$ cat config.mk
export PLATFORM = sky130hd
export DESIGN_NAME = fp_norm_pack_pipe
export DESIGN_NICKNAME = d
export VERILOG_FILES = /design/src/rtl/fp_norm_pkg.sv /design/src/rtl/norm_lzc.sv /design/src/rtl/fp_norm_pack_pipe.sv
export SDC_FILE = /design/constraint.sdc
export NUM_CORES = 1
export LEC_CHECK = 0
export ABC_AREA = 1
export CORE_ASPECT_RATIO = 0.8
export CORE_MARGIN = 3
export CORE_UTILIZATION = 30
export CTS_CLUSTER_DIAMETER = 50
export DETAILED_ROUTE_END_ITERATION = 6
export PLACE_DENSITY = 0.58
export REMOVE_ABC_BUFFERS = 1
export SETUP_SLACK_MARGIN = 0.05
export SYNTH_ARGS = -nofsm -noshare
export SYNTH_HDL_FRONTEND = slang
export SYNTH_HIERARCHICAL = 1
export SYNTH_SLANG_ARGS = --single-unit
$ cat constraint.sdc
create_clock -name clk -period 3.9 [get_ports clk]
set_input_delay 0.975 -clock clk [delete_from_list [all_inputs] [get_ports clk]]
set_output_delay 0.975 -clock clk [all_outputs]
set_load 0.005 [all_outputs]
$ cat src/rtl/fp_norm_pkg.sv
// fp_norm_pkg: shared flag indices, mantissa-width helper and S1 payload type
package fp_norm_pkg;
    localparam int FLAG_OVF = 2;
    localparam int FLAG_UNF = 1;
    localparam int FLAG_INX = 0;

    function automatic int mant_w(input int mw);
        return mw + 4;
    endfunction

    // Width-independent part of the S1 payload; mantissa/exp/lz sit beside it
    typedef struct packed {
        logic sign;
        logic zero;
    } s1_ctl_t;
endpackage

$ cat src/rtl/norm_lzc.sv
// norm_lzc: leading-zero counter over W bits with all-zero detect
module norm_lzc import fp_norm_pkg::*; #(
    parameter int W = 27
) (
    input  logic [W-1:0]             d,
    output logic [$clog2(W+1)-1:0]   cnt,
    output logic                     zero
);
    localparam int CW = $clog2(W+1);

    always_comb begin
        cnt = CW'(W);
        for (int i = 0; i < W; i++)
            if (d[i]) cnt = CW'(W - 1 - i);
    end

    assign zero = ~|d;
endmodule

$ cat src/rtl/fp_norm_pack_pipe.sv
// fp_norm_pack_pipe: 2-stage normalise/round/pack with valid/ready handshake.
// Define FP_NORM_RNE_EN for round-to-nearest-even; otherwise the fraction is truncated.
module fp_norm_pack_pipe import fp_norm_pkg::*; #(
    parameter int EW = 8,
    parameter int MW = 23
) (
    input  logic                   clk,
    input  logic                   rst_n,
    input  logic                   in_valid,
    output logic                   in_ready,
    input  logic                   in_sign,
    input  logic [mant_w(MW)-1:0]  in_mant,
    input  logic [EW-1:0]          in_exp,
    input  logic                   in_co,
    output logic                   out_valid,
    input  logic                   out_ready,
    output logic [EW+MW:0]         out_word,
    output logic [2:0]             out_flags
);
    localparam int MI = mant_w(MW);
    localparam int LW = $clog2(MI + 1);
    localparam int XW = EW + 2;
    localparam logic [XW-1:0] EMAX = XW'((1 << EW) - 1);

    logic           v1, v2, s1_adv, s2_adv, zero_c;
    logic [MI-1:0]  m1, mn;
    logic [LW-1:0]  lz1, lz_c;
    logic [XW-1:0]  x1, e, ef;
    s1_ctl_t        c1;
    logic [MW-1:0]  frac;
    logic           cr, inx, unused_hid;
    logic [EW+MW:0] w_c;
    logic [2:0]     f_c;
`ifdef FP_NORM_RNE_EN
    logic           inc;
`endif

    norm_lzc #(.W(MI)) u_lzc (.d(in_mant), .cnt(lz_c), .zero(zero_c));

    assign s2_adv    = !v2 || out_ready;
    assign s1_adv    = s2_adv || !v1;
    assign in_ready  = s1_adv;
    assign out_valid = v2;

    // Carry case: shift right by one, folding the dropped bit into sticky
    always_ff @(posedge clk or negedge rst_n) begin
        if (!rst_n) begin
            v1  <= 1'b0;
            m1  <= '0;
            lz1 <= '0;
            x1  <= '0;
            c1  <= '0;
        end else if (s1_adv) begin
            v1 <= in_valid;
            if (in_valid) begin
                m1  <= in_co ? {1'b1, in_mant[MI-1:2], |in_mant[1:0]} : in_mant;
                lz1 <= in_co ? '0 : lz_c;
                x1  <= XW'(in_exp) + XW'(in_co);
                c1  <= '{sign: in_sign, zero: !in_co && zero_c};
            end
        end
    end

    assign unused_hid = mn[MI-1];

    always_comb begin
        mn  = m1 << lz1;
        e   = x1 - XW'(lz1);
        inx = |mn[2:0];
`ifdef FP_NORM_RNE_EN
        inc = mn[2] & (mn[1] | mn[0] | mn[3]);
        {cr, frac} = {1'b0, mn[MW+2:3]} + (MW+1)'(inc);
`else
        cr   = 1'b0;
        frac = mn[MW+2:3];
`endif
        ef  = e + XW'(cr);
        w_c = {c1.sign, ef[EW-1:0], frac};
        f_c = '0;
        f_c[FLAG_INX] = inx;
        if (c1.zero) begin
            w_c = '0;
            f_c = '0;
        end else if (e[XW-1] || e == '0) begin
            w_c = {c1.sign, {(EW+MW){1'b0}}};
            f_c[FLAG_UNF] = 1'b1;
            f_c[FLAG_INX] = 1'b1;
        end else if (ef >= EMAX) begin
            w_c = {c1.sign, {EW{1'b1}}, {MW{1'b0}}};
            f_c[FLAG_OVF] = 1'b1;
            f_c[FLAG_INX] = 1'b1;
        end
    end

    always_ff @(posedge clk or negedge rst_n) begin
        if (!rst_n) begin
            v2        <= 1'b0;
            out_word  <= '0;
            out_flags <= '0;
        end else if (s2_adv) begin
            v2 <= v1;
            if (v1) begin
                out_word  <= w_c;
                out_flags <= f_c;
            end
        end
    end
endmodule

# Word level (Yosys, flattened, before mapping)
# Cells that the tools add are included.
# word_totals
reg_bits,81
input_bits,41
out_inout_bits,37
word_cells,65
# op_classes
n_addsub,2
magnitude_cmp,1
shift,1
n_mux,38
n_reduce_logical,14
# ops
op,n
$mux W5,17
$mux W31,2
$mux W32,1
$mux W4,8
$mux W27,1
$reduce_or A27 Y1,1
$shl A27 B5 Y26,1
$ge A10 B8 Y1 const B,1
$logic_not A10 Y1,1
$sub A10 B5 Y10,1
$add A8 B1 Y9,1
$mux W1,6
$logic_not A1 Y1,4
$mux W2,2
$reduce_and A2 Y1,2
$logic_or A1 B1 Y1,3
$mux W3,1
$reduce_or A3 Y1,1
$reduce_or A2 Y1,1
$logic_and A1 B1 Y1,1

# Logic depth before layout (Yosys ltp)
# depth
ltp_word,28
depth_mapped,28
depth_no_buf,28

# Cells and area by module
# The synthesis kept the hierarchy.
# by_module_without_submodules
mod,instances,cells_per_inst,area_per_inst_um2,seq_area_each_um2
fp_norm_pack_pipe,1,728,5006.1,1976.9
norm_lzc,1,87,361.6,0.0

# Least setup slack after synthesis
# OpenSTA, ideal clock, no wires.
# synth_timing
kind,register to register
start,register lz1[2]
end,register out_word[15]
setup_ns,0.116
arrival_ns,2.475
t_required_ns,3.784
setup_slack_ns,1.309
stages_incl_launch_ff,19
path_buffers,4
period_less_slack_ns,2.591
cell_sequence,dfrtp_1 -> clkbuf_1 -> clkinv_1 -> buf_1 -> ha_1 -> buf_4 -> a21oi_2 -> nand2_1 -> nand2_1 -> nand2_1 -> nand2_1 -> nand2_1 -> nor2_2 -> nand2_4 -> nand2_4 -> nor2_4 -> buf_6 -> nand2_1 -> nand2_1
# synth_via
elab_chain_len,5
word_cells_on_any_way,8
cone_classes,1 x add/sub; 1 x order compare; 1 x shift; 3 x mux; 2 x reduce/logical
# synth_rtl
element,line_no,rtl
from (decl),fp_norm_pack_pipe.sv:27,"logic [LW-1:0] lz1, lz_c;"
from (signal assigned),fp_norm_pack_pipe.sv:57,lz1 <= in_co ? '0 : lz_c;
$sub A10 B5 Y10,fp_norm_pack_pipe.sv:68,e = x1 - XW'(lz1);
$ge A10 B8 Y1 / $logic_not A10 Y1 (equally long branches),"fp_norm_pack_pipe.sv:88, fp_norm_pack_pipe.sv:84",
$mux W31 / $logic_or A1 B1 Y1 (equally long branches),"fp_norm_pack_pipe.sv:88, fp_norm_pack_pipe.sv:84",
$mux W31 (*),fp_norm_pack_pipe.sv:84,end else if (e[XW-1] || e == '0) begin
$mux W32 (*),fp_norm_pack_pipe.sv:81,if (c1.zero) begin
to (signal assigned),fp_norm_pack_pipe.sv:103,out_word <= w_c;
to (decl),fp_norm_pack_pipe.sv:17,"output logic [EW+MW:0] out_word,"
# Every way passes the cells marked *; elsewhere a longest branch is shown, timed or not.
# A chain may end at the register's enable or synchronous reset.

# Final worst setup path
# layout_timing
start,input port out_ready
end,output port in_ready
# layout_via
elab_chain_len,2
# layout_rtl
element,line_no,rtl
from (decl),fp_norm_pack_pipe.sv:16,"input logic out_ready,"
$logic_or A1 B1 Y1,fp_norm_pack_pipe.sv:40,assign s2_adv = !v2 || out_ready;
$logic_or A1 B1 Y1,fp_norm_pack_pipe.sv:41,assign s1_adv = s2_adv || !v1;
to (decl),fp_norm_pack_pipe.sv:10,"output logic in_ready,"
# No other way between the ends.

==> out/metrics.sh <==
RESULT_OF_THE_RUN='complete, no violations'
DP.FINAL_HPWL_MM=11.3
POSTLAYOUTCOREUTIL=0.384
POST_SYNTH_NUM_CELL_TYPES=42
CRITPATHCAPTURETYPE='output pin'
CTS_TREE='done'
WORSTMARGINPINSLEW_PS=1020
CLK_LATENCY_PS=350
ROUTE.VIAS.TOTAL=5350
STARTPOINT_TYPE='input port'
REGTOREGSETUPSLACK_PS=1050
DRT_DRC_VIOLATIONS_LEFT=0
SYNTH.TOP_CELLS.BY_COUNT='sky130_fd_sc_hd__nand2_1, sky130_fd_sc_hd__nand3_1, sky130_fd_sc_hd__dfrtp_1, sky130_fd_sc_hd__inv_1, sky130_fd_sc_hd__nor2_1'
FINAL_WL_MM=15.2
POWER-PER-CELL-AREA_nW_PER_UM2=503
PERIOD_SHARE=0.784
WORSTREGTOREGCELLS=12
IO_BUFFERS=77
PLACED_CELLS_INCL_TAPS=1090
POSTCTSHOLDBUFS=0
CTSROOTBUFFERMASTER='sky130_fd_sc_hd__clkbuf_16'
CRITICALPATHCATEGORY='input port to output pin'
GLOBALROUTE.TOTALOVERFLOW=0
TIMING.FMAX_MHz=327
RSZ0062_AT_GRT='no'
NUMCTSBUFFERS=9
STDCELL_AREA_UM2=6690
FINALHOLDVIOLATIONS=0
SETUP_TOTAL_NEGATIVE_SLACK_PS=0
FINAL_CRITICAL_PATH_SETUP_SLACK_PS=842
IO_PINS=78
SYNTHESIS_STAGE_REGISTER_BIT_COUNT=79
FINAL.MIN_CLOCK_PERIOD_PS=3060
SYNTHESIS.INSTANCES=815
YOSYSTOPAREACELLSHARE=0.368
DIE-HEIGHT_UM=126
PLACED_AREA_UM2=6360
FIRSTDRTPASSITERS=5
WORST_SETUP_PATH_STARTPOINT='out_ready'
PLACE_CONGESTION=0.847
GRT_USE_TOTAL=0.162
RELSLEWSLACK=0.319
WORSTPATHARRIVAL_PS=2080
HOLD_PATH_CLASS='flip-flop to flip-flop'
SYNTH_MOST_COMMON_CELL='sky130_fd_sc_hd__nand2_1'
GRT_START_MAX_NET_PINS=80
RR_ENDPOINT='out_word[15]$_DFFE_PN0P_'
CTS_MAX_LEVEL=3
AREA_GROWTH_SYN_TO_LAYOUT_PCT=24.5
SYNTH-ASYNC-RESET-RATIO=1.00
SEQ_AREA_FRAC_SYNTH=0.368
FINAL_NETS=925
DESIGN_POWER_TOTAL_mW=3.36
TOTAL_STANDARD_CELL_AREA_AFTER_SYNTHESIS_UM2=5370
REPORT.FINAL.SETUP_VIOL=0
CRIT-REG2REG-LAUNCH='lz1[3]$_DFFE_PN0P_'
FP.DIEW_UM=156
CRITICAL_PATH_REQUIRED_PS=2920
INITIALDRTVIOLATIONCOUNT=268
DIE-AREA_UM2=19500
ANTENNA_CELLS=0
CLK_PATH_BUF_DEPTH=2
SYN_AVG_CELL_AREA_UM2=6.59
WL_PER_CELL_UM=13.8
POST_CTS.REPAIR.SETUP_BUFFERS=0
ROUTE.DETAILED.VIAS_PER_INST=4.84
MAX_CAP_VIOLATIONS=0
FLOORPLAN.CORE_AREA_UM2=17400
CTS_NUM_SINKS=79
FIRST_GLOBAL_VIAS=5043
SYNTH_ENABLE_FLOP_CELLS=0
SLEW_VIOLATIONS=0
ANT_NETS=0
CRIT_PATH_MAX_FANOUT=3
YOSYS.AREA.TOP_TYPE='sky130_fd_sc_hd__dfrtp_1'
FLOORPLAN.INITIALDENSITY=0.308
P_LEAK_nW=3.20
CRIT_PATH_END='in_ready'
WORST_HOLD_SLACK_PS=479
SYNTH.YOSYS.WARNINGS=6
STD_CELL_ROWS=43
ANTENNA_FOUND_INITIAL=0
MOST_INSTANTIATED_FLIP_FLOP_CELL_IN_THE_SYNTHESIS_NETLIST='sky130_fd_sc_hd__dfrtp_1'
CLK_PIN_SLEW_WORST_PATHS_PS=60
WIRE_LENGTH_OF_THE_FIRST_GLOBAL_ROUTING_PASS_MM=25.9
TOTAL_OF_CELLS_RESIZED_AFTER_CLOCK_TREE_SYNTHESIS=0
FINAL_LAYOUT_SIZE_SUFFIX_GT1_FRAC=0.0670
LAYOUT.CELLS.NON_FILLER=1106
SKEW_PS=8.48
TOP_POST_SYNTHESIS_CELLS_BY_AREA='sky130_fd_sc_hd__dfrtp_1, sky130_fd_sc_hd__nand2_1, sky130_fd_sc_hd__nand3_1'
VDD_DROP_MAX_mV=0.212
DP_WORST_SETUP_SLACK_PS=746
-- layout make-up --
class / count / area, µm²
inverter: 64 / 240
clock buffer: 10 / 229
clock inverter: 6 / 92.6
sequential: 79 / 1980
multi-input combinational: 630 / 2970
tap: 225 / 282
fill: 1912 / 10700
timing repair buffer: 92 / 893
-- critical path, cell delays in order --
cell	delay, ps
sky130_fd_sc_hd__clkdlybuf4s50_1	450
sky130_fd_sc_hd__inv_1	40
sky130_fd_sc_hd__nand3_1	100
sky130_fd_sc_hd__clkdlybuf4s50_1	510
-- state kept, by name, indices dropped and copies added (netlist names) --
| signal | count |
|---|---|
| c1 | 2 |
| lz1 | 5 |
| m1 | 26 |
| out_flags | 3 |
| out_valid | 1 |
| out_word | 32 |
| v1 | 1 |
| x1 | 9 |
-- cells in the final DEF (no fill, tap or decap), drive strengths merged, types with 2 or more instances in the layout --
cell type,netlist,layout
nand2,308,308
nand3,115,115
dfrtp,79,79
clkdlybuf4s50,0,76
inv,62,64
nor2,60,60
o21ai,52,52
a31oi,30,30
buf,18,16
a21oi,14,14
clkbuf,24,10
or2,9,9
o211ai,7,7
ha,7,7
nor3,6,6
mux2i,5,5
nand4,3,3
clkinv,2,2
and3,2,2
a22o,2,2
bufinv,0,2
clkinvlp,0,2
-- logic make-up (layout without fill, tap and decap cells) --
kind of cell / after synthesis / in the layout / synth area share
AOI/OAI and AO/OA: 109 / 109 / 0.117
xor gates and xnor gates: 2 / 2 / 0.00326
adders and majority gates: 8 / 8 / 0.0200
buffers and inverters: 106 / 172 / 0.0781
DFF: 79 / 79 / 0.368
muxes: 5 / 5 / 0.00932
and+or+nand+nor: 506 / 506 / 0.404
-- power by group --
| part | internal [mW] | switching (mW) |
|---|---|---|
| Sequential | 1.03 | 0.146 |
| Combinational | 0.590 | 0.653 |
| Clock | 0.566 | 0.370 |
-- routing by layer --
layer | track usage | up-vias | wire length [µm]
met3 | 0.0405 | 16 | 783
li1 | - | 2777 | -
met4 | 0.0242 | 0 | 128
met5 | 0 | - | 0
met1 | 0.243 | 2448 | 7780
met2 | 0.239 | 109 | 6520
-- worst min path at each step --
stage / start / endpoint / slack (ps) / cells past startpoint
floorplan: x1[2]$_DFFE_PN0P_ / x1[2]$_DFFE_PN0P_ / 460 / 2
global placement: out_word[29]$_DFFE_PN0P_ / out_word[29]$_DFFE_PN0P_ / 470 / 2
detailed placement: out_word[23]$_DFFE_PN0P_ / out_word[23]$_DFFE_PN0P_ / 470 / 2
CTS: out_word[23]$_DFFE_PN0P_ / out_word[23]$_DFFE_PN0P_ / 480 / 2
global route: out_word[18]$_DFFE_PN0P_ / out_word[18]$_DFFE_PN0P_ / 500 / 2
finish: out_word[23]$_DFFE_PN0P_ / out_word[23]$_DFFE_PN0P_ / 480 / 2
Power figures use the tool's default switching activity.
